**src/rtl/avg_seq_pkg.sv**
```systemverilog
// Shared state encoding and timing constants for the averaging RAM sequencer.
package avg_seq_pkg;

    typedef enum logic [2:0] {
        IDLE,
        FILL,
        SETTLE,
        WRITE,
        CLEAR,
        DONE
    } seq_state_t;

    localparam int SETTLE_CYCLES = 1;

endpackage

```
**src/rtl/avg_seq_addr_gen.sv**
```systemverilog
// RAM write-address counter: increments per average, wraps at DEPTH, flags the last word.
module avg_seq_addr_gen #(
    parameter int ADDR_W = 8,
    parameter int DEPTH  = 256
) (
    input  logic              clk,
    input  logic              reset_n,
    input  logic              inc,
    input  logic              clr,
    output logic [ADDR_W-1:0] addr,
    output logic              at_last
);

    localparam logic [ADDR_W-1:0] LAST_ADDR = ADDR_W'(DEPTH - 1);

    assign at_last = (addr == LAST_ADDR);

    always_ff @(posedge clk or negedge reset_n) begin
        if (!reset_n) begin
            addr <= '0;
        end else if (clr) begin
            addr <= '0;
        end else if (inc) begin
            addr <= at_last ? '0 : addr + 1'b1;
        end
    end

endmodule

```
**src/rtl/avg_ram_sequencer.sv**
```systemverilog
// Counted, framed FIFO -> averager -> RAM sequencer on the 2 MHz side.
// Define AVG_SEQ_WRAP_EN to wrap the RAM address and keep running instead of stopping in DONE.
module avg_ram_sequencer
    import avg_seq_pkg::*;
#(
    parameter int SAMPLES   = 4,
    parameter int DATA_W    = 8,
    parameter int ADDR_W    = 8,
    parameter int RAM_DEPTH = 256
) (
    input  logic              clk,
    input  logic              reset_n,
    input  logic              enable,
    input  logic              fifo_empty,
    output logic              fifo_rd,
    output logic              avg_add,
    output logic              avg_clear,
    input  logic [DATA_W-1:0] avg_data,
    output logic              ram_we,
    output logic [ADDR_W-1:0] ram_addr,
    output logic [DATA_W-1:0] ram_wdata,
    output logic              done
);

    localparam int               CNT_W    = $clog2(SAMPLES + 1);
    localparam logic [CNT_W-1:0] CNT_FULL = CNT_W'(SAMPLES);

    seq_state_t       state, state_nxt;
    logic [CNT_W-1:0] rd_cnt;
    logic             clear_nxt;
    logic             addr_inc;
    logic             addr_clr;
    logic             at_last;

    avg_seq_addr_gen #(
        .ADDR_W (ADDR_W),
        .DEPTH  (RAM_DEPTH)
    ) u_addr_gen (
        .clk     (clk),
        .reset_n (reset_n),
        .inc     (addr_inc),
        .clr     (addr_clr),
        .addr    (ram_addr),
        .at_last (at_last)
    );

    always_ff @(posedge clk or negedge reset_n) begin
        if (!reset_n) begin
            state <= IDLE;
        end else begin
            state <= state_nxt;
        end
    end

    always_comb begin
        state_nxt = state;
        clear_nxt = 1'b0;
        addr_inc  = 1'b0;
        addr_clr  = 1'b0;
        fifo_rd   = 1'b0;
        ram_we    = 1'b0;
        done      = 1'b0;
        case (state)
            IDLE: begin
                if (enable) begin
                    state_nxt = FILL;
                    clear_nxt = 1'b1;
                end
            end
            FILL: begin
                // Hold reads off while the entry clear is on the averager so it never overlaps an add.
                fifo_rd = !fifo_empty && (rd_cnt < CNT_FULL) && !avg_clear;
                if (avg_add && (rd_cnt == CNT_FULL)) begin
                    state_nxt = SETTLE;
                end
            end
            SETTLE: begin
                state_nxt = WRITE;
            end
            WRITE: begin
                ram_we    = 1'b1;
                clear_nxt = 1'b1;
                state_nxt = CLEAR;
            end
            CLEAR: begin
`ifdef AVG_SEQ_WRAP_EN
                done = at_last;
                if (at_last && !enable) begin
                    addr_clr  = 1'b1;
                    state_nxt = IDLE;
                end else begin
                    addr_inc  = 1'b1;
                    state_nxt = FILL;
                end
`else
                if (at_last) begin
                    state_nxt = DONE;
                end else begin
                    addr_inc  = 1'b1;
                    state_nxt = FILL;
                end
`endif
            end
            DONE: begin
                done = 1'b1;
                if (!enable) begin
                    addr_clr  = 1'b1;
                    state_nxt = IDLE;
                end
            end
            default: state_nxt = IDLE;
        endcase
    end

    // Registered strobes, sample count and captured average
    always_ff @(posedge clk or negedge reset_n) begin
        if (!reset_n) begin
            rd_cnt    <= '0;
            avg_add   <= 1'b0;
            avg_clear <= 1'b0;
            ram_wdata <= '0;
        end else begin
            avg_add   <= fifo_rd;
            avg_clear <= clear_nxt;
            if (state == IDLE || state == CLEAR) begin
                rd_cnt <= '0;
            end else if (fifo_rd) begin
                rd_cnt <= rd_cnt + 1'b1;
            end
            if (state == SETTLE) begin
                ram_wdata <= avg_data;
            end
        end
    end

endmodule

```
**config.mk**
```make
export PLATFORM = sky130hd
export DESIGN_NAME = avg_ram_sequencer
export DESIGN_NICKNAME = d
export VERILOG_FILES = /design/src/rtl/avg_seq_pkg.sv /design/src/rtl/avg_seq_addr_gen.sv /design/src/rtl/avg_ram_sequencer.sv
export SDC_FILE = /design/constraint.sdc
export NUM_CORES = 1
export LEC_CHECK = 0
export CAP_MARGIN = 5
export CORE_ASPECT_RATIO = 0.9
export CORE_UTILIZATION = 28
export CTS_CLUSTER_DIAMETER = 150
export CTS_CLUSTER_SIZE = 16
export DETAILED_ROUTE_END_ITERATION = 8
export PLACE_DENSITY = 0.51
export SLEW_MARGIN = 5
export SYNTH_ARGS = -nofsm -noshare
export SYNTH_HDL_FRONTEND = slang
export SYNTH_SLANG_ARGS = --single-unit
```
**constraint.sdc**
```tcl
create_clock -name clk -period 4.2 [get_ports clk]
set_input_delay 1.26 -clock clk [delete_from_list [all_inputs] [get_ports clk]]
set_output_delay 1.26 -clock clk [all_outputs]
set_load 0.02 [all_outputs]
```
# Yosys cells after proc, flatten, opt, wreduce, memory -nomap -nowiden

Cells that the tools add are included.

Bits in registers: 24
Input port bits: 12
Output and inout bits: 21
Logic and storage cells: 48

Add/sub/neg operators: 2
Order comparisons: 1
Eq/ne operators: 10
Mux-type cells: 19
Reductions and logical operators: 10

Operators with widths:

| cell                | number |
|---|---|
| $mux 8              | 3 |
| $mux 3              | 6 |
| $pmux 3 s6          | 1 |
| $eq 3x3->1 const B  | 3 |
| $add 8x1->8 const B | 1 |
| $eq 8x8->1 const B  | 1 |
| $mux 1              | 8 |
| $eq 3x2->1 const B  | 2 |
| $ne 2x2->1 const B  | 3 |
| $reduce_bool 2->1   | 2 |
| $add 3x1->3 const B | 1 |
| $eq 3x1->1 const B  | 1 |
| $logic_and 1x1->1   | 3 |
| $logic_not 3->1     | 1 |
| $lt 3x3->1 const B  | 1 |
| $reduce_and 3->1    | 1 |
| $logic_not 1->1     | 2 |
| $pmux 1 s2          | 1 |
| $logic_or 1x1->1    | 1 |

# Depth between registers and ports, before layout

Gate-level depths: netlist (run 1).

Word-level depth: 6
Mapped depth: 6
Gate-level depth less buffers: 5

# Cells and area by module

Synthesis (run 1) repeated with hierarchy kept, for this count alone.

Cell total of the unflattened synthesis: 108
Area total of the unflattened synthesis: 1,172.4 um^2

By module, submodules not included:

| module            | instances | cells an instance | area each (um^2) | sequential area each (um^2) |
|---|---|---|---|---|
| avg_ram_sequencer | 1         | 62                | 738.2            | 400.4 |
| avg_seq_addr_gen  | 1         | 46                | 434.2            | 200.2 |

# Worst setup path before layout (run 1)

OpenSTA, ideal clock, no wires.

Path type: input-to-output
Start: in fifo_empty
End: out fifo_rd
Data arrival time: 1.931 ns
Required time: 2.940 ns
Path slack: 1.009 ns
Cell stages on the path: 3
Buffers on the path: 1
Path through: nor4_1 and2_1 clkbuf_1

Word-level cells in the longest chain between the ends: 4

RTL lines:

| what                           | line                    | RTL |
|---|---|---|
| from (decl)                    | avg_ram_sequencer.sv:14 | `input logic fifo_empty,` |
| $logic_not 1->1                | avg_ram_sequencer.sv:72 | `fifo_rd = !fifo_empty && (rd_cnt < CNT_FULL) && !avg_clear;` |
| $logic_and 1x1->1 (2 in a row) | avg_ram_sequencer.sv:72 |  |
| $mux 1                         | avg_ram_sequencer.sv:63 | `case (state)` |
| to (decl)                      | avg_ram_sequencer.sv:15 | `output logic fifo_rd,` |

No other way between the ends.

# Final worst setup path (run 1)

Same ends and word-level chain as after synthesis.

==> results of run 1 <==
==> cell families after synthesis <==
family	Yosys count	share of synthesized area
muxes	12	0.116
xor gates and xnor gates	3	0.0233
AOI/OAI and AO/OA	15	0.0844
buffers and inverters	7	0.0300
adders and majority gates	3	0.0333
and+or+nand+nor	38	0.180
DFF	24	0.533
==> power groups by stage <==
stage,logic (mW),clock network (mW),registers [mW]
after floorplan,0.224,0,0.528
after global placement,0.552,0,0.445
after detailed placement,0.554,0,0.450
after CTS,0.557,0.208,0.446
after global routing,0.604,0.219,0.468
final,0.550,0.203,0.445
==> flip-flops by register name, indices dropped and copies added (netlist names) <==
register,count
avg_add,1
rd_cnt,3
avg_clear,1
u_addr_gen.addr,8
ram_wdata,8
state,3
==> worst max path at each step <==
stage,to,slack (ns),cells past startpoint
5_1_grt,fifo_rd,0.15,4
6_report,fifo_rd,0.23,4
3_3_place_gp,fifo_rd,0.22,4
2_1_floorplan,fifo_rd,1.01,3
4_1_cts,fifo_rd,0.22,4
3_5_place_dp,fifo_rd,0.23,4
==> layer usage <==
layer  vias up  global-route usage
met2        28               0.175
met4         0              0.0230
li1        428                   -
met5         -                   0
met3         2              0.0496
met1       415               0.171
==> layout make-up <==
class | count | area, µm²
fill | 389 | 2220
sequential | 24 | 601
multi-input combinational | 71 | 492
timing repair buffer | 33 | 328
tap | 46 | 57.6
clock buffer | 3 | 41.3
clock inverter | 1 | 30.0
inverter | 4 | 15.0
==> cell usage after synthesis (all sizes together) <==
| cell type | count | share of area |
|---|---|---|
| buf | 1 | 0.010 |
| nand4 | 3 | 0.017 |
| or3b | 1 | 0.010 |
| nand2b | 1 | 0.0056 |
| or3 | 2 | 0.011 |
| clkbuf | 2 | 0.0067 |
| a21oi | 7 | 0.031 |
| nor3 | 1 | 0.0044 |
| and3 | 1 | 0.0056 |
| o31ai | 1 | 0.0067 |
| mux2 | 8 | 0.080 |
| nor2 | 8 | 0.027 |
| nand3b | 2 | 0.013 |
| nor4 | 1 | 0.0056 |
| o21ai | 3 | 0.013 |
| xnor2 | 3 | 0.023 |
| nand2 | 10 | 0.033 |
| inv | 4 | 0.013 |
| a2111o | 1 | 0.010 |
| nor2b | 3 | 0.017 |
| and2 | 2 | 0.011 |
| nand3 | 1 | 0.0044 |
| mux2i | 4 | 0.036 |
| o211a | 1 | 0.0089 |
| a41oi | 1 | 0.0078 |
| dfrtp | 24 | 0.53 |
| ha | 3 | 0.033 |
| and4 | 1 | 0.0078 |
| nor4b | 1 | 0.0078 |
| a21o | 1 | 0.0067 |
==> stage by stage <==
step / instance area [µm²] / cells
after floorplan: 1130 / 102
after global placement: 1490 / 178
after detailed placement: 1490 / 178
after CTS: 1560 / 182
after global routing: 1560 / 182
final: 1560 / 182
==> impl_metrics.toml, run 1 <==
[critical_path]
critPathMaxFanout = 2
crit_buf_inv = 2
cp-start-kind = "input pin"
r2r_slack_ns = 2.26
critPathArrivalTime_ns = 2.71
cp_top_family = "buffers and inverters"
cp_data_required_time_ns = 2.94
cp_common_cell = "clkdlybuf4s50_1"
crit_chain = "clkdlybuf4s50_1 -> nor4_1 -> and2_1 -> clkdlybuf4s50_1"
startpoint = "fifo_empty"
rr_startpoint = "state[2]"
crit_path_end_kind = "output pin"
max_stage_delay_ns = 0.61
r2r_end = "u_addr_gen.addr[7]"
cp_slowest_cell = "clkdlybuf4s50_1"
worstSetupPathType = "input pin to output pin"
worstRegToRegCells = 4

[clocking]
htreeDepth = 1
cts_inserted_buffers = 3
clock_sinks = 24
clk_root_buffer_cell = "clkbuf_8"
post_cts_resized = 0
clk_path_buf_depth = 2
holdBufCountCts = 0
postCtsSetupBuffers = 0
clkLatencyLatePin_ns = 0.26
cts_tree = "done"
clkTransAtPathRegs_ns = 0.09

[final_layout]
num-nets-final = 152
final_common_cell = "clkdlybuf4s50_1"
final_util = 0.413
diodes = 0
area_growth_pct = 38.9
layout-drive-gt1-share = 0.103
final_cell_mix = "32 x clkdlybuf4s50_1, 24 x dfrtp_1, 10 x nand2_1"

[yosys]
synth_cell_types = 30
synthCells = 102
synth.yosys.warnings = 0
synth_area_mm2 = 0.00113
syn_nets = 117
synth_seq_area_share = 0.533
synth_area_per_cell_um2 = 11.0
ys_ff_latch = 24

[sta]
hold_ws_ns = 0.510
tightest_slew_ns = 1.10
finalSetupViolCount = 0
hold_viol = 0
fin_skew_ns = 0.00315
slew_headroom = 0.266
min_period_ns = 3.97
maxSlewViolCount = 0
min_period_over_period = 0.945
rsz0062_at_grt = "no"
fin_ws_ns = 0.232
fin_setup_tns_ns = 0
fmax_ghz = 0.252

[routing]
vias = 873
drtPass1Iterations = 4
avgRoutedWirePerCell_um = 12.3
drc = 0
wl_um = 2230
top_layer_used = "met4"
met1_length_um = 1110
viasPerCell = 4.80
wl_met3_um = 161
drtAntennaViolNets = 0
wl_met2_um = 947
drt_iter0_drc = 30

[power_and_ir_drop]
intPower_uw = 751
finalPower_mw = 1.20
combinationalPowerShare = 0.459
p_per_area_mw_per_mm2 = 767
p_switching_uw = 447
sequentialPowerShare = 0.371
irDropWorstVdd_v = 0.000314
power_frac_clock = 0.170
power_leakage_nw = 0.693
p_sw_frac = 0.373

[hold_path]
hold_path.class = "flip-flop to flip-flop"
min_to = "ram_wdata[2]"
min_from = "ram_wdata[2]"
hold_depth = 1

[floorplan]
fp.dieArea_mm2 = 0.00428
ios = 33
start_util = 0.298
fp-row-count = 21
core_mm2 = 0.00378
die_x_um = 68.8
die_h_um = 62.2

[global_route]
grt_use_total = 0.122
antenna_found_initial = 0
gr-total-overflow = 0
grt_pass1_wl_um = 3950
grt_pass1_vias = 859
grt_max_degree = 25

[placement]
dpl.hpwl_um = 1650
numPortBuffers = 32
pre_cts_ws_ns = 0.229
gp_congestion = 0.762

[job]
maxCapViolations = 0

[status]
status = "finished, final reports clean"
Note: power is estimated with default switching activity, not from simulation.
==> inputs of run 2 (changes only) <==
--- a/config.mk
+++ b/config.mk
@@ -7,12 +7,13 @@
 export LEC_CHECK = 0
 export CAP_MARGIN = 5
 export CORE_ASPECT_RATIO = 0.9
-export CORE_UTILIZATION = 28
+export CORE_UTILIZATION = 40
 export CTS_CLUSTER_DIAMETER = 150
 export CTS_CLUSTER_SIZE = 16
 export DETAILED_ROUTE_END_ITERATION = 8
-export PLACE_DENSITY = 0.51
+export PLACE_DENSITY = 0.68
 export SLEW_MARGIN = 5
 export SYNTH_ARGS = -nofsm -noshare
 export SYNTH_HDL_FRONTEND = slang
 export SYNTH_SLANG_ARGS = --single-unit
+export TNS_END_PERCENT = 5
==> run 2 against run 1 <==
Net effect: sequential share of layout area grew 1.2 points; first-iteration DRC count shrank 47%; non-clock buffer count shrank 1; wire length shrank 5.7%; flip-flop and latch count is the same; cell count shrank 10%; largest cell class unchanged.
==> impl_metrics.toml, run 2 (same netlist as run 1, synthesis figures left out) <==
[sta]
finalSetupViolCount = 0
rsz0062_at_grt = "no"
hold_ws_ns = 0.524
min_period_over_period = 0.954
tightest_slew_ns = 1.07
fin_setup_tns_ns = 0
hold_viol = 0
maxSlewViolCount = 0
fmax_ghz = 0.250
fin_skew_ns = 0.00849
slew_headroom = 0.287
min_period_ns = 4.00
fin_ws_ns = 0.195

[hold_path]
hold_path.class = "flip-flop to flip-flop"
min_from = "ram_wdata[0]"

[global_route]
grt_pass1_vias = 850
grt_max_degree = 25
antenna_found_initial = 0
grt_use_total = 0.168
gr-total-overflow = 0
grt_pass1_wl_um = 3780

[critical_path]
crit_path_end_kind = "output pin"
critPathArrivalTime_ns = 2.74
cp_data_required_time_ns = 2.94
critPathMaxFanout = 5
startpoint = "fifo_empty"
rr_startpoint = "state[2]"
worstSetupPathType = "input pin to output pin"
cp-start-kind = "input pin"

[final_layout]
final_util = 0.594
multiInputGateArea_um2 = 493
diodes = 0
final_common_cell = "clkdlybuf4s50_1"
seq_area_um2 = 601
area_growth_pct = 34.7
layout-drive-gt1-share = 0.104
top_regs = "ram_wdata: 8 flops, u_addr_gen.addr: 8 flops"
final_cell_mix = "32 x clkdlybuf4s50_1, 24 x dfrtp_1, 10 x nand2_1"
fillers = 221
num-nets-final = 151

[job]
maxCapViolations = 0

[clocking]
cts_tree = "done"
clkLatencyLatePin_ns = 0.32
clk_root_buffer_cell = "clkbuf_4"
clk_path_buf_depth = 2
clkTransAtPathRegs_ns = 0.14
htreeDepth = 1
holdBufCountCts = 0
cts_inserted_buffers = 3
clock_sinks = 24

[floorplan]
core_mm2 = 0.00255
fp-row-count = 17
start_util = 0.441
ios = 33
fp.dieArea_mm2 = 0.00303
die_h_um = 52.3
die_x_um = 57.9

[power_and_ir_drop]
power_leakage_nw = 0.681
finalPower_mw = 1.15
irDropWorstVdd_v = 0.000416
p_per_area_mw_per_mm2 = 761

[routing]
viasPerCell = 5.37
drt_iter0_drc = 16
wl_um = 2110
drc = 0
avgRoutedWirePerCell_um = 12.9
drtAntennaViolNets = 0
vias = 875
drtPass1Iterations = 6

[placement]
dpl.hpwl_um = 1600
gp_congestion = 0.798
numPortBuffers = 32
pre_cts_ws_ns = 0.136

[status]
status = "finished, final reports clean"
## run 2: where the power goes
group          switching (mW)  internal [mW]
Combinational           0.264          0.279
Clock                  0.0721         0.0965
Sequential              0.102          0.339
## run 2: worst paths after layout
path | end | slack (ns) | cells after the start
setup reg to reg | u_addr_gen.addr[7] | 2.24 | 4
max in group asynchronous | u_addr_gen.addr[2] | 2.06 | 1
hold / removal | ram_wdata[0] | 0.52 | 1
min in group asynchronous | rd_cnt[0] | 1.50 | 1
hold reg to reg | ram_wdata[0] | 0.52 | 1
setup / recovery | fifo_rd | 0.20 | 4
## run 2: metrics by stage
step	std cells	instance area [µm²]
after floorplan	102	1130
after global routing	163	1520
after detailed placement	159	1460
after global placement	159	1460
after CTS	163	1520
final	163	1520
## run 2: critical path, stage by stage
cell	delay (ns)
clkdlybuf4s50_1	0.40
nor4_1	0.24
and2_2	0.24
clkdlybuf4s50_1	0.61
## run 2: layout make-up
class / instances / area share
Multi-Input combinational cell: 71 / 0.325
Sequential cell: 24 / 0.396
Timing Repair Buffer: 32 / 0.211
Clock inverter: 1 / 0.0198
Clock buffer: 3 / 0.0149
Tap cell: 28 / 0.0231
Inverter: 4 / 0.00990
## run 2: routing by layer
layer  up-vias  track usage  share of wire
met1       417        0.204           0.46
met2        30        0.276           0.46
met4         0       0.0397         0.0066
met3         2       0.0741          0.075
li1        426            -              -
met5         -            0              0
## run 2: what timing repair did
action | in CTS | in global routing
buffers inserted | 0 | 0
setup endpoints to repair | 0 | 1
hold endpoints to repair | 0 | 0
resized for setup | 0 | 1
==> inputs of run 3 (changes only) <==
--- a/config.mk
+++ b/config.mk
@@ -5,12 +5,14 @@
 export SDC_FILE = /design/constraint.sdc
 export NUM_CORES = 1
 export LEC_CHECK = 0
+export ABC_AREA = 0
 export CAP_MARGIN = 5
 export CORE_ASPECT_RATIO = 0.9
 export CORE_UTILIZATION = 40
 export CTS_CLUSTER_DIAMETER = 150
 export CTS_CLUSTER_SIZE = 16
 export DETAILED_ROUTE_END_ITERATION = 8
+export HOLD_SLACK_MARGIN = 0.05
 export PLACE_DENSITY = 0.68
 export SLEW_MARGIN = 5
 export SYNTH_ARGS = -nofsm -noshare
==> results of run 3 <==
Final layout, timing and power as in run 2 (identical DEF).
